$ cat src/rtl/rtc_acceso_arbitro.sv
// rtl/rtc_acceso_arbitro.sv - Arbitrates init/write/read RTC bursts onto a single bus engine.
// Optional WAIT timeout with err flag when RTC_TIMEOUT_EN is defined.
module rtc_acceso_arbitro (
  input  logic       clk,
  input  logic       reset,
  input  logic       req_init,
  input  logic       req_esc,
  input  logic       req_lee,
  input  logic       clk_timer,
  input  logic [7:0] dato_seg,
  input  logic [7:0] dato_min,
  input  logic [7:0] dato_hora,
  output logic       tx_start,
  output logic       tx_wr,
  output logic [7:0] tx_dir,
  output logic [7:0] tx_dato,
  input  logic       tx_done,
  input  logic [7:0] tx_rdata,
  output logic       ack_init,
  output logic       ack_esc,
  output logic       ack_lee,
  output logic [7:0] rd_seg,
  output logic [7:0] rd_min,
  output logic [7:0] rd_hora,
  output logic       ocupado,
  output logic       err
);

  typedef enum logic [1:0] {ST_IDLE, ST_START, ST_WAIT, ST_DONE} state_t;
  typedef enum logic [1:0] {BT_INIT, BT_ESC, BT_LEE} burst_t;

  state_t     state_q, state_d;
  burst_t     burst_q, burst_d;
  logic [1:0] idx_q, idx_d;
  logic       bank_q, bank_d;
  logic [7:0] dseg_q, dseg_d, dmin_q, dmin_d, dhora_q, dhora_d;
  logic [7:0] sh_seg_q, sh_seg_d, sh_min_q, sh_min_d, sh_hora_q, sh_hora_d;
  logic [7:0] rd_seg_q, rd_seg_d, rd_min_q, rd_min_d, rd_hora_q, rd_hora_d;
  logic       timed_out;
`ifdef RTC_TIMEOUT_EN
  logic [7:0] tmo_q, tmo_d;
  logic       err_q, err_d;
  assign timed_out = err_q;
  assign err       = err_q;
`else
  assign timed_out = 1'b0;
  assign err       = 1'b0;
`endif

  always_comb begin
    state_d   = state_q;
    burst_d   = burst_q;
    idx_d     = idx_q;
    bank_d    = bank_q;
    dseg_d    = dseg_q;
    dmin_d    = dmin_q;
    dhora_d   = dhora_q;
    sh_seg_d  = sh_seg_q;
    sh_min_d  = sh_min_q;
    sh_hora_d = sh_hora_q;
    rd_seg_d  = rd_seg_q;
    rd_min_d  = rd_min_q;
    rd_hora_d = rd_hora_q;
`ifdef RTC_TIMEOUT_EN
    tmo_d     = tmo_q;
    err_d     = err_q;
`endif
    case (state_q)
      ST_IDLE: begin
        if (req_init || req_esc || req_lee) begin
          state_d = ST_START;
          idx_d   = 2'd0;
          burst_d = req_init ? BT_INIT : (req_esc ? BT_ESC : BT_LEE);
          bank_d  = clk_timer;
          dseg_d  = dato_seg;
          dmin_d  = dato_min;
          dhora_d = dato_hora;
`ifdef RTC_TIMEOUT_EN
          err_d   = 1'b0;
`endif
        end
      end
      ST_START: begin
        state_d = ST_WAIT;
`ifdef RTC_TIMEOUT_EN
        tmo_d   = 8'd0;
`endif
      end
      ST_WAIT: begin
        if (tx_done) begin
          if (burst_q == BT_LEE) begin
            case (idx_q)
              2'd0:    sh_seg_d  = tx_rdata;
              2'd1:    sh_min_d  = tx_rdata;
              default: sh_hora_d = tx_rdata;
            endcase
          end
          if (idx_q == 2'd2) begin
            state_d = ST_DONE;
          end else begin
            idx_d   = idx_q + 2'd1;
            state_d = ST_START;
          end
        end
`ifdef RTC_TIMEOUT_EN
        // 255th consecutive WAIT cycle without completion abandons the burst
        else if (tmo_q == 8'd254) begin
          err_d   = 1'b1;
          state_d = ST_DONE;
        end else begin
          tmo_d = tmo_q + 8'd1;
        end
`endif
      end
      default: begin
        if (burst_q == BT_LEE && !timed_out) begin
          rd_seg_d  = sh_seg_q;
          rd_min_d  = sh_min_q;
          rd_hora_d = sh_hora_q;
        end
        idx_d   = 2'd0;
        state_d = ST_IDLE;
      end
    endcase
  end

  always_ff @(posedge clk or negedge reset) begin
    if (!reset) begin
      state_q   <= ST_IDLE;
      burst_q   <= BT_INIT;
      idx_q     <= 2'd0;
      bank_q    <= 1'b0;
      dseg_q    <= 8'd0;
      dmin_q    <= 8'd0;
      dhora_q   <= 8'd0;
      sh_seg_q  <= 8'd0;
      sh_min_q  <= 8'd0;
      sh_hora_q <= 8'd0;
      rd_seg_q  <= 8'd0;
      rd_min_q  <= 8'd0;
      rd_hora_q <= 8'd0;
`ifdef RTC_TIMEOUT_EN
      tmo_q     <= 8'd0;
      err_q     <= 1'b0;
`endif
    end else begin
      state_q   <= state_d;
      burst_q   <= burst_d;
      idx_q     <= idx_d;
      bank_q    <= bank_d;
      dseg_q    <= dseg_d;
      dmin_q    <= dmin_d;
      dhora_q   <= dhora_d;
      sh_seg_q  <= sh_seg_d;
      sh_min_q  <= sh_min_d;
      sh_hora_q <= sh_hora_d;
      rd_seg_q  <= rd_seg_d;
      rd_min_q  <= rd_min_d;
      rd_hora_q <= rd_hora_d;
`ifdef RTC_TIMEOUT_EN
      tmo_q     <= tmo_d;
      err_q     <= err_d;
`endif
    end
  end

  logic [7:0] step_dato, init_dir, init_dato, bank_dir;

  always_comb begin
    case (idx_q)
      2'd0:    begin step_dato = dseg_q;  init_dir = 8'h02; init_dato = 8'h10; end
      2'd1:    begin step_dato = dmin_q;  init_dir = 8'h00; init_dato = 8'hD2; end
      default: begin step_dato = dhora_q; init_dir = 8'h10; init_dato = 8'h00; end
    endcase
    bank_dir = (bank_q ? 8'h20 : 8'h40) | {6'd0, idx_q + 2'd1};
  end

  // Bus request fields are pure functions of latched state, so they hold through WAIT
  always_comb begin
    tx_start = (state_q == ST_START);
    tx_wr    = 1'b0;
    tx_dir   = 8'h00;
    tx_dato  = 8'h00;
    if (state_q == ST_START || state_q == ST_WAIT) begin
      case (burst_q)
        BT_INIT: begin tx_wr = 1'b1; tx_dir = init_dir; tx_dato = init_dato; end
        BT_ESC:  begin tx_wr = 1'b1; tx_dir = bank_dir; tx_dato = step_dato; end
        default: begin tx_dir = bank_dir; end
      endcase
    end
  end

  assign ack_init = (state_q == ST_DONE) && (burst_q == BT_INIT);
  assign ack_esc  = (state_q == ST_DONE) && (burst_q == BT_ESC);
  assign ack_lee  = (state_q == ST_DONE) && (burst_q == BT_LEE);
  assign ocupado  = (state_q != ST_IDLE);
  assign rd_seg   = rd_seg_q;
  assign rd_min   = rd_min_q;
  assign rd_hora  = rd_hora_q;

endmodule

$ cat config.mk
export PLATFORM = sky130hd
export DESIGN_NAME = rtc_acceso_arbitro
export DESIGN_NICKNAME = d
export VERILOG_FILES = /design/src/rtl/rtc_acceso_arbitro.sv
export SDC_FILE = /design/constraint.sdc
export NUM_CORES = 1
export LEC_CHECK = 0
export BUFFER_PORTS_ARGS = -buffer_cell sky130_fd_sc_hd__buf_2
export CAP_MARGIN = 25
export CORE_ASPECT_RATIO = 0.5
export CORE_MARGIN = 2
export CORE_UTILIZATION = 50
export DETAILED_ROUTE_END_ITERATION = 10
export GPL_ROUTABILITY_DRIVEN = 0
export PLACE_DENSITY_LB_ADDON = 0.25
export SLEW_MARGIN = 5
export SYNTH_ARGS = -nofsm -noshare
export SYNTH_HDL_FRONTEND = slang
export SYNTH_SLANG_ARGS = --single-unit
$ cat constraint.sdc
create_clock -name clk -period 5.38 [get_ports clk]
set_clock_uncertainty 0.15 [all_clocks]
set_input_delay 0.538 -clock clk [delete_from_list [all_inputs] [get_ports clk]]
set_output_delay 0.538 -clock clk [all_outputs]
set_load 0.02 [all_outputs]
=== Word-level counts from Yosys, hierarchy flattened ===
Index checks and enable logic that the tools add are counted.

* Flip-flop bits (word level): 79
* Output and inout port bits: 47
* Bits of input ports: 39

* Reduce and logical (&&, ||, !) cells: 20
* Multiplexer cells: 20
* Eq/ne operators: 10
* Bitwise gates (word level): 4
* $add $sub $neg: 1

{| class="wikitable"
|+ Operators by type and width
! kind !! number
|-
| 8-bit one-hot mux with 2 select lines || 3
|-
| 7-bit two-way mux || 3
|-
| 2-bit two-way mux || 8
|-
| 4-bit AND reduction || 4
|-
| 2-bit one-hot mux with 3 select lines || 2
|-
| 5-bit one-hot mux with 2 select lines || 1
|-
| 2-bit == test (second input constant) || 4
|-
| 8-bit two-way mux || 1
|-
| 7-bit by 2-bit bitwise OR with 7-bit output || 1
|-
| 2-bit by 1-bit == test with 1-bit output (second input constant) || 3
|-
| 2-bit logical NOT || 3
|-
| 2-bit != test (second input constant) || 3
|-
| 2-bit AND reduction || 3
|-
| 2-bit OR reduction || 2
|-
| 1-bit logical AND || 3
|-
| 1-bit logical OR || 3
|-
| 1-bit NOT || 3
|-
| 3-bit OR reduction || 1
|-
| 2-bit by 1-bit adder with 2-bit output (second input constant) || 1
|-
| 1-bit two-way mux || 2
|-
| 2-bit nonzero test || 1
|}

=== Longest topological paths before layout ===
Gate-level depths: netlist (run 1).

* Depth in word-level cells: 4
* Gate-level depth with buffers: 6
* Mapped depth without buffers: 6

=== Least setup slack after synthesis (run 1) ===
No wires, ideal clock.

* Kind: register -> output
* From: reg idx_q[1]
* To: out tx_dato[3]
* Path buffers: 2
* Slack: 2931 ps
* Data required time: 4692 ps
* Stages on the path, launching flop included: 7
* Data arrival time: 1761 ps
* Cell sequence: dfrtp_1 > inv_1 > ha_1 > clkbuf_1 > clkbuf_1 > a311oi_1 > a211oi_1

* Cells in the longest elaborated chain, start to end: 4
* Elaborated cells between the ends (all ways): 5
* Classes of those cells: eq/ne (1); mux (3); reduce/logical (1)

{| class="wikitable"
|+ RTL lines
! what !! line !! text
|-
| start: declaration || 34 || <nowiki>logic [1:0] idx_q, idx_d;</nowiki>
|-
| start signal: assignment || 149 || <nowiki>idx_q <= idx_d;</nowiki>
|-
| 2-bit by 1-bit == test with 1-bit output / 2-bit logical NOT (equally long branches) || 170 || <nowiki>case (idx_q)</nowiki>
|-
| 8-bit one-hot mux with 2 select lines (*) || 170 ||
|-
| 8-bit one-hot mux with 2 select lines (*) || 185 || <nowiki>case (burst_q)</nowiki>
|-
| 8-bit two-way mux (*) || 184 || <nowiki>if (state_q == ST_START || state_q == ST_WAIT) begin</nowiki>
|-
| end: declaration || 16 || <nowiki>output logic [7:0] tx_dato,</nowiki>
|}

Mark *: on every way between the ends. The rest lies on a longest branch, timed or not.

=== Worst setup path in the final report (run 1) ===
* From: reg idx_q[0]
* To: out tx_dato[4]

* Cells in the longest elaborated chain, start to end: 4
* Elaborated cells between the ends (all ways): 6
* Classes of those cells: eq/ne (1); mux (4); reduce/logical (1)

{| class="wikitable"
|+ RTL lines
! what !! line
|-
| 2-bit by 1-bit == test with 1-bit output / 2-bit logical NOT (equally long branches) || 170
|-
| 8-bit one-hot mux with 2 select lines || 170
|-
| 8-bit one-hot mux with 2 select lines (*) || 185
|-
| 8-bit two-way mux (*) || 184
|}

Marked as above.

==> results.sh, run 1 <==
export IMPL_status="completed"
export IMPL_die_w_um=124.2
export IMPL_yosys_cell_count_top_type="dfrtp_1"
export IMPL_drive_gt1_share_pct=49.44
export IMPL_final_nets=403
export IMPL_cts_resized=0
export IMPL_diodes=0
export IMPL_critPathKind="flop to primary output"
export IMPL_dp_hpwl_um=4872
export IMPL_synth_avg_cell_area_um2=13.28
export IMPL_ys_top_cells_by_count="dfrtp_1 (79), mux2_2 (72), o21ai_0 (11)"
export IMPL_syn_inst=272
export IMPL_tightest_slew_ns=0.6673
export IMPL_hp_start="clk_timer"
export IMPL_critPathMaxFanout=17
export IMPL_slew_viol_final=0
export IMPL_core_um2=6832
export IMPL_max_clock_path_buffers=2
export IMPL_grt_pass1_wl_um=11910
export IMPL_synth_largest_area_cell="dfrtp_1"
export IMPL_cts_buffers=9
export IMPL_via_count=2398
export IMPL_yosys_warnings=0
export IMPL_crit_arrival_ns=2.24
export IMPL_period_share_pct=54.35
export IMPL_p_comb_share_pct=38.9
export IMPL_num_io_pins=86
export IMPL_wl_per_cell_um=15.70
export IMPL_syn_cell_area_um2=3612
export IMPL_hold_depth=2
export IMPL_via_per_inst=5.305
export IMPL_clkLatencyLatePin_ns=0.33
export IMPL_synthToLayoutAreaGrowth_pct=22.13
export IMPL_worstReg2RegStart="idx_q[0]$_DFFE_PN0P_"
export IMPL_die_h_um=64.10
export IMPL_synth_top_area_share_pct=54.73
export IMPL_setup_viol=0
export IMPL_fin_area_um2=4412
export IMPL_drt_initial_drc_count=113
export IMPL_htree_levels=3
export IMPL_relSlewSlack_pct=55.27
export IMPL_synth_edf_count=0
export IMPL_start_kind="flop"
export IMPL_clkTransAtPathRegs_ns=0.06
export IMPL_critical_path_required_ns=4.69
export IMPL_yosysSeqAreaShare_pct=54.73
export IMPL_synthTopCellsByArea="dfrtp_1 (55%), mux2_2 (22%), ha_1 (2.8%)"
export IMPL_peakVddDrop_uv=232.1
export IMPL_dr_pass1_iters=4
export IMPL_p_int_mw=1.694
export IMPL_p_leak_nw=2.249
export IMPL_switchingPower_uw=930.5
export IMPL_drtAntennaViolNets=0
export IMPL_synth_cell_types=41
export IMPL_p_seq_share_pct=37.8
export IMPL_r2r_setup_slack_ns=3.17
export IMPL_powerDensity_nw_per_um2=594.8
export IMPL_fin_tns_setup_ns=0
export IMPL_grt_pass1_vias=2420
export IMPL_wirelength_um=7097
export IMPL_r2r_cells=5
export IMPL_maxCapViolations=0
export IMPL_min_period_ns=2.924
export IMPL_detailed_place_area_um2=4068
export IMPL_synth_seq_cells=79
export IMPL_grt_usage_pct=19.29
export IMPL_fp_dieArea_um2=7962
export IMPL_p_sw_share_pct=35.46
export IMPL_ys_flop_type="dfrtp_1"
export IMPL_grt_overflow_total=0
export IMPL_hold_end="bank_q$_DFFE_PN0P_"
export IMPL_critPathCaptureType="primary output"
export IMPL_placementRows=21
export IMPL_drc=0
export IMPL_r2r_end="sh_hora_q[6]$_DFFE_PN0P_"
export IMPL_cts_tree="yes"
export IMPL_antenna_found_initial=0
export IMPL_grt_setup_unrepaired="no"
export IMPL_max_freq_mhz=342.0
export IMPL_hold_viol=0
export IMPL_worstHoldPathType="input port to flop"
export IMPL_start_util_pct=52.88
export IMPL_cts_sinks=79
export IMPL_power_frac_clock_pct=23.3
export IMPL_synthArstFlopShare_pct=100.0
export IMPL_grt_max_degree=80
export IMPL_port_buffers=81
export IMPL_clockRootBuffer="clkbuf_16"
-- stage by stage --
stage | utilization [%] | hold WS [ns] | cells | worst slack (ns) | power, mW
2_1_floorplan | - | 0.09241 | 275 | 2.931 | 1.734
3_5_place_dp | 59.54 | 0.3350 | 435 | 2.866 | 2.020
5_1_grt | 64.58 | 0.2774 | 452 | 2.389 | 2.800
4_1_cts | 64.03 | 0.2466 | 450 | 2.506 | 2.645
6_report | 64.58 | 0.2835 | 452 | 2.456 | 2.624
3_3_place_gp | 59.54 | 0.3237 | 435 | 2.940 | 1.974
-- power groups by stage --
stage,Clock [mW],Combinational [mW],Sequential [mW]
2_1_floorplan,0,0.718,1.02
3_3_place_gp,0,0.990,0.984
3_5_place_dp,0,1.02,1.00
4_1_cts,0.629,1.02,0.991
5_1_grt,0.660,1.11,1.03
6_report,0.612,1.02,0.992
-- cell families (layout without fill, tap and decap cells) --
kind of cell / Yosys count / count (layout) / synth area share, %
flip-flops: 79 / 79 / 54.73
multiplexers: 74 / 74 / 23.03
AND/OR/NAND/NOR: 48 / 48 / 8.382
AO/OA/AOI/OAI: 39 / 39 / 7.655
buffers and inverters: 23 / 108 / 3.325
adder cells (fa/ha/maj): 8 / 8 / 2.771
other: 1 / 4 / 0.1038
-- worst max path at each step --
stage / slack (ns) / endpoint / from
floorplan: 2.93 / tx_dato[3] / idx_q[1]$_DFFE_PN0P_
global placement: 2.94 / tx_dato[4] / idx_q[0]$_DFFE_PN0P_
detailed placement: 2.87 / tx_dato[4] / idx_q[0]$_DFFE_PN0P_
CTS: 2.51 / tx_dato[4] / idx_q[0]$_DFFE_PN0P_
global route: 2.39 / tx_dato[4] / idx_q[0]$_DFFE_PN0P_
finish: 2.46 / tx_dato[4] / idx_q[0]$_DFFE_PN0P_
-- layer usage --
layer  wire length (um)  track usage, %
met4                 83           6.742
met1               3218           23.83
met2               3394           32.17
met5                  0               0
met3                401           6.533
-- registers in the layout, indices dropped and copies added, names as in the netlist --
signal / count
rd_hora: 8
burst_q: 2
dseg_q: 8
rd_min: 8
rd_seg: 8
dmin_q: 8
sh_min_q: 8
dhora_q: 8
bank_q: 1
sh_hora_q: 8
sh_seg_q: 8
state_q: 2
idx_q: 2
-- layout by cell type (no fill, tap or decap), types with 5 or more instances in the layout --
master / count
nand2_1: 5
a21oi_1: 10
dfrtp_1: 79
o21ai_0: 11
inv_1: 9
buf_2: 80
clkbuf_16: 9
ha_1: 8
mux2_2: 72
nor2b_1: 9
nor2_1: 8
-- worst max-delay path, cell delays in order, from the launching register on --
cell and delay [ns]:
dfrtp_1 0.43, inv_1 0.12, ha_1 0.56, nor2_1 0.21
a21o_1 0.20, a21oi_1 0.18, buf_2 0.20
-- repair_timing --
item / 4_1_cts / 5_1_grt
endpoints found under the hold margin: 0 / 23
buffers inserted: 0 / 0
hold buffers: 0 / 1
setup endpoints to repair: 0 / 0
-- final cells by class --
cell class	instances	area, um^2
Timing Repair Buffer	84	452.9
Clock inverter	4	53.80
Fill cell	522	2420
Sequential cell	79	1977
Clock buffer	11	252.7
Multi-Input combinational cell	173	1526
Inverter	9	33.78
Tap cell	92	115.1
Power figures use the tool's default switching activity.
==> run 2: changes to the inputs <==
--- a/config.mk
+++ b/config.mk
@@ -9,7 +9,7 @@
 export CAP_MARGIN = 25
 export CORE_ASPECT_RATIO = 0.5
 export CORE_MARGIN = 2
-export CORE_UTILIZATION = 50
+export CORE_UTILIZATION = 48
 export DETAILED_ROUTE_END_ITERATION = 10
 export GPL_ROUTABILITY_DRIVEN = 0
 export PLACE_DENSITY_LB_ADDON = 0.25
==> constraint.sdc (replaced) <==
create_clock -name clk -period 2.4 [get_ports clk]
set_clock_uncertainty 0.15 [all_clocks]
set_input_delay 0.24 -clock clk [delete_from_list [all_inputs] [get_ports clk]]
set_output_delay 0.24 -clock clk [all_outputs]
set_load 0.02 [all_outputs]
==> run 2 against run 1 <==
  * Sequential share of layout area down 2.9 points
  * Die area increased by 4.0%
  * Clock power rose by 110%
  * Cell area grew 6.9%
  * Power is 130% higher
  * Largest power group unchanged
  * Highest routed layer unchanged
==> results.sh, run 2 (synthesis gave the netlist of run 1 again) <==
export IMPL_fill_cells=583
export IMPL_synthToLayoutAreaGrowth_pct=30.55
export IMPL_max_freq_mhz=437.7
export IMPL_slew_viol_final=0
export IMPL_crit_buf_inv=3
export IMPL_port_buffers=81
export IMPL_critPathKind="flop to primary output"
export IMPL_cts_tree="yes"
export IMPL_grt_overflow_total=0
export IMPL_start_kind="flop"
export IMPL_start_util_pct=49.33
export IMPL_final_nets=432
export IMPL_crit_top_cell="inv_1"
export IMPL_grt_usage_pct=19.82
export IMPL_wl_met1_um=3428
export IMPL_dr_pass1_iters=4
export IMPL_p_leak_nw=2.383
export IMPL_crit_chain="inv_1, ha_1, nand2b_2, inv_1, nand2_1, a211oi_1, buf_2"
export IMPL_max_clock_path_buffers=2
export IMPL_critPathCaptureType="primary output"
export IMPL_dp_hpwl_um=5042
export IMPL_wl_met3_um=324
export IMPL_crit_arrival_ns=1.89
export IMPL_wirelength_um=7664
export IMPL_htree_levels=3
export IMPL_status="completed"
export IMPL_fin_area_um2=4716
export IMPL_num_io_pins=86
export IMPL_final_common_cell="buf_2"
export IMPL_worst_path_stages=7
export IMPL_cts_buffers=9
export IMPL_layout_common_cells="buf_2 (80), dfrtp_1 (78), mux2_2 (72)"
export IMPL_period_share_pct=95.21
export IMPL_r2r_setup_slack_ns=0.38
export IMPL_worstHoldPathType="input port to flop"
export IMPL_cts_sinks=79
export IMPL_drc=0
export IMPL_worstReg2RegStart="state_q[1]$_DFFE_PN0P_"
export IMPL_via_count=2508
export IMPL_clkLatencyLatePin_ns=0.33
export IMPL_detailed_place_area_um2=4100
export IMPL_grt_max_degree=52
export IMPL_grt_pass1_wl_um=12460
export IMPL_maxCapViolations=0
export IMPL_cpPeakStageDelay_ns=0.39
export IMPL_hp_start="dato_hora[4]"
export IMPL_drtAntennaViolNets=0
export IMPL_endpoint="tx_dato[0]"
export IMPL_drive_gt1_share_pct=49.10
export IMPL_die_w_um=126.7
export IMPL_die_h_um=65.34
export IMPL_slowest_stage="dfrtp_1"
export IMPL_r2r_end="sh_seg_q[6]$_DFFE_PN0P_"
export IMPL_hold_viol=0
export IMPL_fp_dieArea_um2=8277
export IMPL_critPathMaxFanout=6
export IMPL_timing_hold_ws_ns=0.01394
export IMPL_routed_wl_met2_um=3790
export IMPL_diodes=0
export IMPL_top_layer_used="met4"
export IMPL_powerDensity_nw_per_um2=1269
export IMPL_crit_start="state_q[1]$_DFFE_PN0P_"
export IMPL_p_total_mw=5.984
export IMPL_cp_top_family="flip-flops"
export IMPL_clkTransAtPathRegs_ns=0.06
export IMPL_drt_initial_drc_count=120
export IMPL_peakVddDrop_uv=637.3
export IMPL_wl_per_cell_um=15.80
export IMPL_critical_path_required_ns=2.01
export IMPL_placementRows=22
export IMPL_antenna_found_initial=0
export IMPL_clockRootBuffer="clkbuf_16"
export IMPL_setup_viol=0
export IMPL_via_per_inst=5.171
export IMPL_min_period_ns=2.285
export IMPL_core_um2=7322
export IMPL_r2r_cells=5
export IMPL_grt_pass1_vias=2565
## run 2: changes by cell type in the layout (fill, tap and decap cells not counted), moves of 2 or more
cell	before	now
dlygate4sd3_1	1	24
buf_4	2	6
ha_1	8	5
ha_4	0	3
inv_1	9	7
inv_2	0	2
## run 2: power breakdown
part,internal [mW],total (mW),switching (mW)
clock,0.731,1.26,0.527
sequential,1.88,2.23,0.350
combinational,1.22,2.50,1.28
total,3.83,5.98,2.16
## run 2: metrics by stage
step	instances	TNS [ns]	utilization, %	setup WS, ns
6_report	485	0	64.41	0.1151
5_1_grt	485	-0.01884	64.41	-0.009990
4_1_cts	480	0	63.29	0.01343
3_5_place_dp	441	0	56.00	0.1934
3_3_place_gp	441	0	56.00	0.2549
2_1_floorplan	275	0	-	0.2486
## run 2: how the worst min path moves through the flow
stage	slack [ns]	to	depth (start not counted)
floorplan	-0.21	bank_q$_DFFE_PN0P_	0
global placement	0.02	rd_hora[7]$_DFFE_PN0P_	1
detailed placement	0.03	rd_min[7]$_DFFE_PN0P_	1
CTS	0.0002	dmin_q[4]$_DFFE_PN0P_	2
global route	0.003	dhora_q[4]$_DFFE_PN0P_	2
finish	0.01	dhora_q[4]$_DFFE_PN0P_	2
## run 2: layout make-up
cell class	instances	area, um^2	area share, %
sequential	79	1978	41.95
multi-input combinational	173	1575	33.40
timing repair buffer	113	728.2	15.44
clock buffer	10	239.0	5.068
tap	96	120.1	2.547
clock inverter	5	41.29	0.8756
inverter	9	33.78	0.7164
## run 2: metal layers
layer	up-vias	track usage (%)
met3	11	6.433
li1	1195	-
met2	64	34.46
met1	1238	23.50
met4	0	7.280
met5	-	0
## run 2: what timing repair did
action / 4_1_cts / 5_1_grt
setup endpoints to repair: 10 / 9
endpoints found under the hold margin: 50 / 1
hold buffers: 23 / 1
resized for setup: 4 / 7
buffers inserted: 1 / 3
==> run 3: changes to the inputs <==
--- a/config.mk
+++ b/config.mk
@@ -5,11 +5,14 @@
 export SDC_FILE = /design/constraint.sdc
 export NUM_CORES = 1
 export LEC_CHECK = 0
+export ABC_AREA = 1
 export BUFFER_PORTS_ARGS = -buffer_cell sky130_fd_sc_hd__buf_2
 export CAP_MARGIN = 25
+export CELL_PAD_IN_SITES_DETAIL_PLACEMENT = 1
+export CELL_PAD_IN_SITES_GLOBAL_PLACEMENT = 2
 export CORE_ASPECT_RATIO = 0.5
 export CORE_MARGIN = 2
-export CORE_UTILIZATION = 48
+export CORE_UTILIZATION = 28
 export DETAILED_ROUTE_END_ITERATION = 10
 export GPL_ROUTABILITY_DRIVEN = 0
 export PLACE_DENSITY_LB_ADDON = 0.25
==> run 3 against run 2 <==
  * Clock-buffer cell count unchanged
  * Setup slack improved by 0.027 ns
  * Sequential power shrank 2%
  * Highest routed layer unchanged
  * Cell area increased by 1.1%
  * Register-to-register slack improved by 0.11 ns
  * Via count increased by 21%
  * Power rose by 0.85%
  * Sequential share of layout area shrank 0.48 points
  * Routed wire length grew 24%
  * Sequential cell count is the same
  * Largest power group unchanged
  * Cell count is 47% higher
  * Critical path type unchanged
==> results.sh, run 3 <==
export IMPL_num_io_pins=86
export IMPL_cts_sinks=79
export IMPL_via_count=3044
export IMPL_via_per_inst=4.281
export IMPL_crit_chain="inv_1, ha_2, buf_6, nand2_1, nand2_1, nand2_1, nand2_1, nand2_1, a21oi_1, buf_2"
export IMPL_synth_largest_area_cell="dfrtp_1"
export IMPL_layout_common_cells="nand2_1 (216), dfrtp_1 (79), buf_2 (78)"
export IMPL_clockRootBuffer="clkbuf_16"
export IMPL_drt_initial_drc_count=136
export IMPL_cpPeakStageDelay_ns=0.40
export IMPL_worstReg2RegStart="state_q[0]$_DFFE_PN0P_"
export IMPL_status="completed"
export IMPL_p_leak_nw=2.601
export IMPL_synth_edf_count=0
export IMPL_die_w_um=163.6
export IMPL_hold_viol=0
export IMPL_powerDensity_nw_per_um2=1266
export IMPL_synthArstFlopShare_pct=100.0
export IMPL_endpoint="tx_dato[7]"
export IMPL_critical_path_required_ns=2.01
export IMPL_fin_tns_setup_ns=0
export IMPL_grt_pass1_wl_um=16000
export IMPL_critPathCaptureType="primary output"
export IMPL_grt_max_degree=57
export IMPL_crit_arrival_ns=1.87
export IMPL_placementRows=29
export IMPL_r2r_setup_slack_ns=0.49
export IMPL_clkLatencyLatePin_ns=0.33
export IMPL_period_share_pct=94.07
export IMPL_min_period_ns=2.258
export IMPL_drc=0
export IMPL_grt_usage_pct=15.01
export IMPL_start_util_pct=28.41
export IMPL_drtAntennaViolNets=0
export IMPL_htree_levels=3
export IMPL_grt_setup_unrepaired="no"
export IMPL_synth_avg_cell_area_um2=8.413
export IMPL_yosys_warnings=0
export IMPL_drive_gt1_share_pct=23.11
export IMPL_r2r_cells=7
export IMPL_final_core_utilization_pct=37.97
export IMPL_worstHoldPathType="input port to flop"
export IMPL_slowest_stage="dfrtp_1"
export IMPL_syn_inst=424
export IMPL_antenna_found_initial=0
export IMPL_synthToLayoutAreaGrowth_pct=33.64
export IMPL_cts_buffers=9
export IMPL_critPathKind="flop to primary output"
export IMPL_setup_viol=0
export IMPL_die_h_um=83.81
export IMPL_maxCapViolations=0
export IMPL_max_freq_mhz=442.9
export IMPL_final_nets=583
export IMPL_crit_start="idx_q[1]$_DFFE_PN0P_"
export IMPL_fp_dieArea_um2=13710
export IMPL_yosysSeqAreaShare_pct=55.42
export IMPL_grt_pass1_vias=3147
export IMPL_dr_pass1_iters=4
export IMPL_slew_viol_final=0
export IMPL_critPathMaxFanout=10
export IMPL_synth_seq_cells=79
export IMPL_grt_overflow_total=0
export IMPL_synth_top_area_share_pct=55.42
export IMPL_dp_hpwl_um=6716
export IMPL_ys_flop_type="dfrtp_1"
export IMPL_r2r_end="sh_min_q[3]$_DFFE_PN0P_"
export IMPL_cts_setup_buffers=0
export IMPL_cts_tree="yes"
export IMPL_clkTransAtPathRegs_ns=0.06
export IMPL_ys_top_cells_by_count="nand2_1 (216), dfrtp_1 (79), inv_1 (28)"
export IMPL_synthTopCellsByArea="dfrtp_1 (55%), nand2_1 (23%), o21ai_0 (3.5%)"
export IMPL_max_clock_path_buffers=2
export IMPL_final_common_cell="nand2_1"
export IMPL_peakVddDrop_uv=372.6
export IMPL_wl_per_cell_um=13.36
export IMPL_start_kind="flop"
export IMPL_core_um2=12550
export IMPL_port_buffers=81
export IMPL_syn_cell_area_um2=3567
export IMPL_crit_top_cell="nand2_1"
export IMPL_wirelength_um=9496
export IMPL_yosys_cell_count_top_type="nand2_1"
export IMPL_synth_cell_types=25
export IMPL_diodes=0
-- run 3: cell types whose count changed in the layout (fill, tap and decap cells not counted), sizes merged, moves of 5 or more --
cell,change
nand2,+211
o21ai,+16
nand3,+8
nor2,+5
nor2b,-9
mux2,-73
inv,+22
-- run 3: cells by family (layout without fill, tap and decap cells) --
group | count (synthesis) | in the layout | synth area share [%]
adder cells (fa/ha/maj) | 8 | 8 | 2.806
other | 1 | 4 | 0.1051
buffers and inverters | 49 | 163 | 6.944
flip-flops | 79 | 79 | 55.42
AO/OA/AOI/OAI | 41 | 41 | 6.209
AND/OR/NAND/NOR | 246 | 246 | 28.52
-- run 3: layer usage --
layer / part of all wire (%) / up-vias / GRT usage, %
li1: - / 1523 / -
met1: 48 / 1458 / 19.76
met2: 47 / 54 / 24.64
met3: 4.3 / 9 / 4.372
met4: 0.87 / 0 / 3.110
met5: 0 / - / 0
-- run 3: worst min-delay path by stage --
| stage | startpoint | endpoint | cells after the start |
|---|---|---|---|
| floorplan | reset | bank_q$_DFFE_PN0P_ | 0 |
| global placement | reset | dseg_q[7]$_DFFE_PN0P_ | 1 |
| detailed placement | reset | dseg_q[7]$_DFFE_PN0P_ | 1 |
| CTS | tx_rdata[3] | sh_hora_q[3]$_DFFE_PN0P_ | 3 |
| global route | tx_rdata[3] | sh_hora_q[3]$_DFFE_PN0P_ | 3 |
| finish | tx_rdata[3] | sh_hora_q[3]$_DFFE_PN0P_ | 3 |
-- run 3: through the flow --
step	hold slack (ns)	instance area [um^2]	setup slack, ns	power [mW]	cells
floorplan	-0.2056	3578	0.5239	3.737	427
global placement	0.01849	4140	0.4096	4.480	668
detailed placement	0.02083	4140	0.3902	4.525	668
CTS	0.005066	4741	0.02130	6.097	711
global route	0.01473	4767	0.006060	6.536	711
finish	0.007651	4767	0.1423	6.035	711
-- run 3: layout make-up --
class / instances / area, um^2
clock buffers: 10 / 239.0
clock inverters: 6 / 91.34
fillers: 1545 / 7787
inverters: 32 / 122.6
multi-input cells: 299 / 1369
flip-flops and latches: 79 / 1977
well taps: 170 / 212.7
repair buffers: 115 / 755.7
-- run 3: power by group --
group | internal (mW) | switching [mW]
Clock | 0.945 | 0.562
Combinational | 0.790 | 1.55
Sequential | 1.89 | 0.301
-- run 3: timing repair --
| action | in CTS | in global routing |
|---|---|---|
| endpoints found under the setup margin | 0 | 6 |
| gates resized for setup | 0 | 10 |
| endpoints found under the hold margin | 49 | 0 |
| hold buffers | 27 | 0 |
-- run 3: worst max-delay path, delay by kind of cell, from the launching register on --
family                     cells  cell delay (ns)
AOI/OAI and AO/OA              1             0.17
and+or+nand+nor                5             0.27
buffers and inverters          3             0.47
DFF                            1             0.40
adders and majority gates      1             0.24
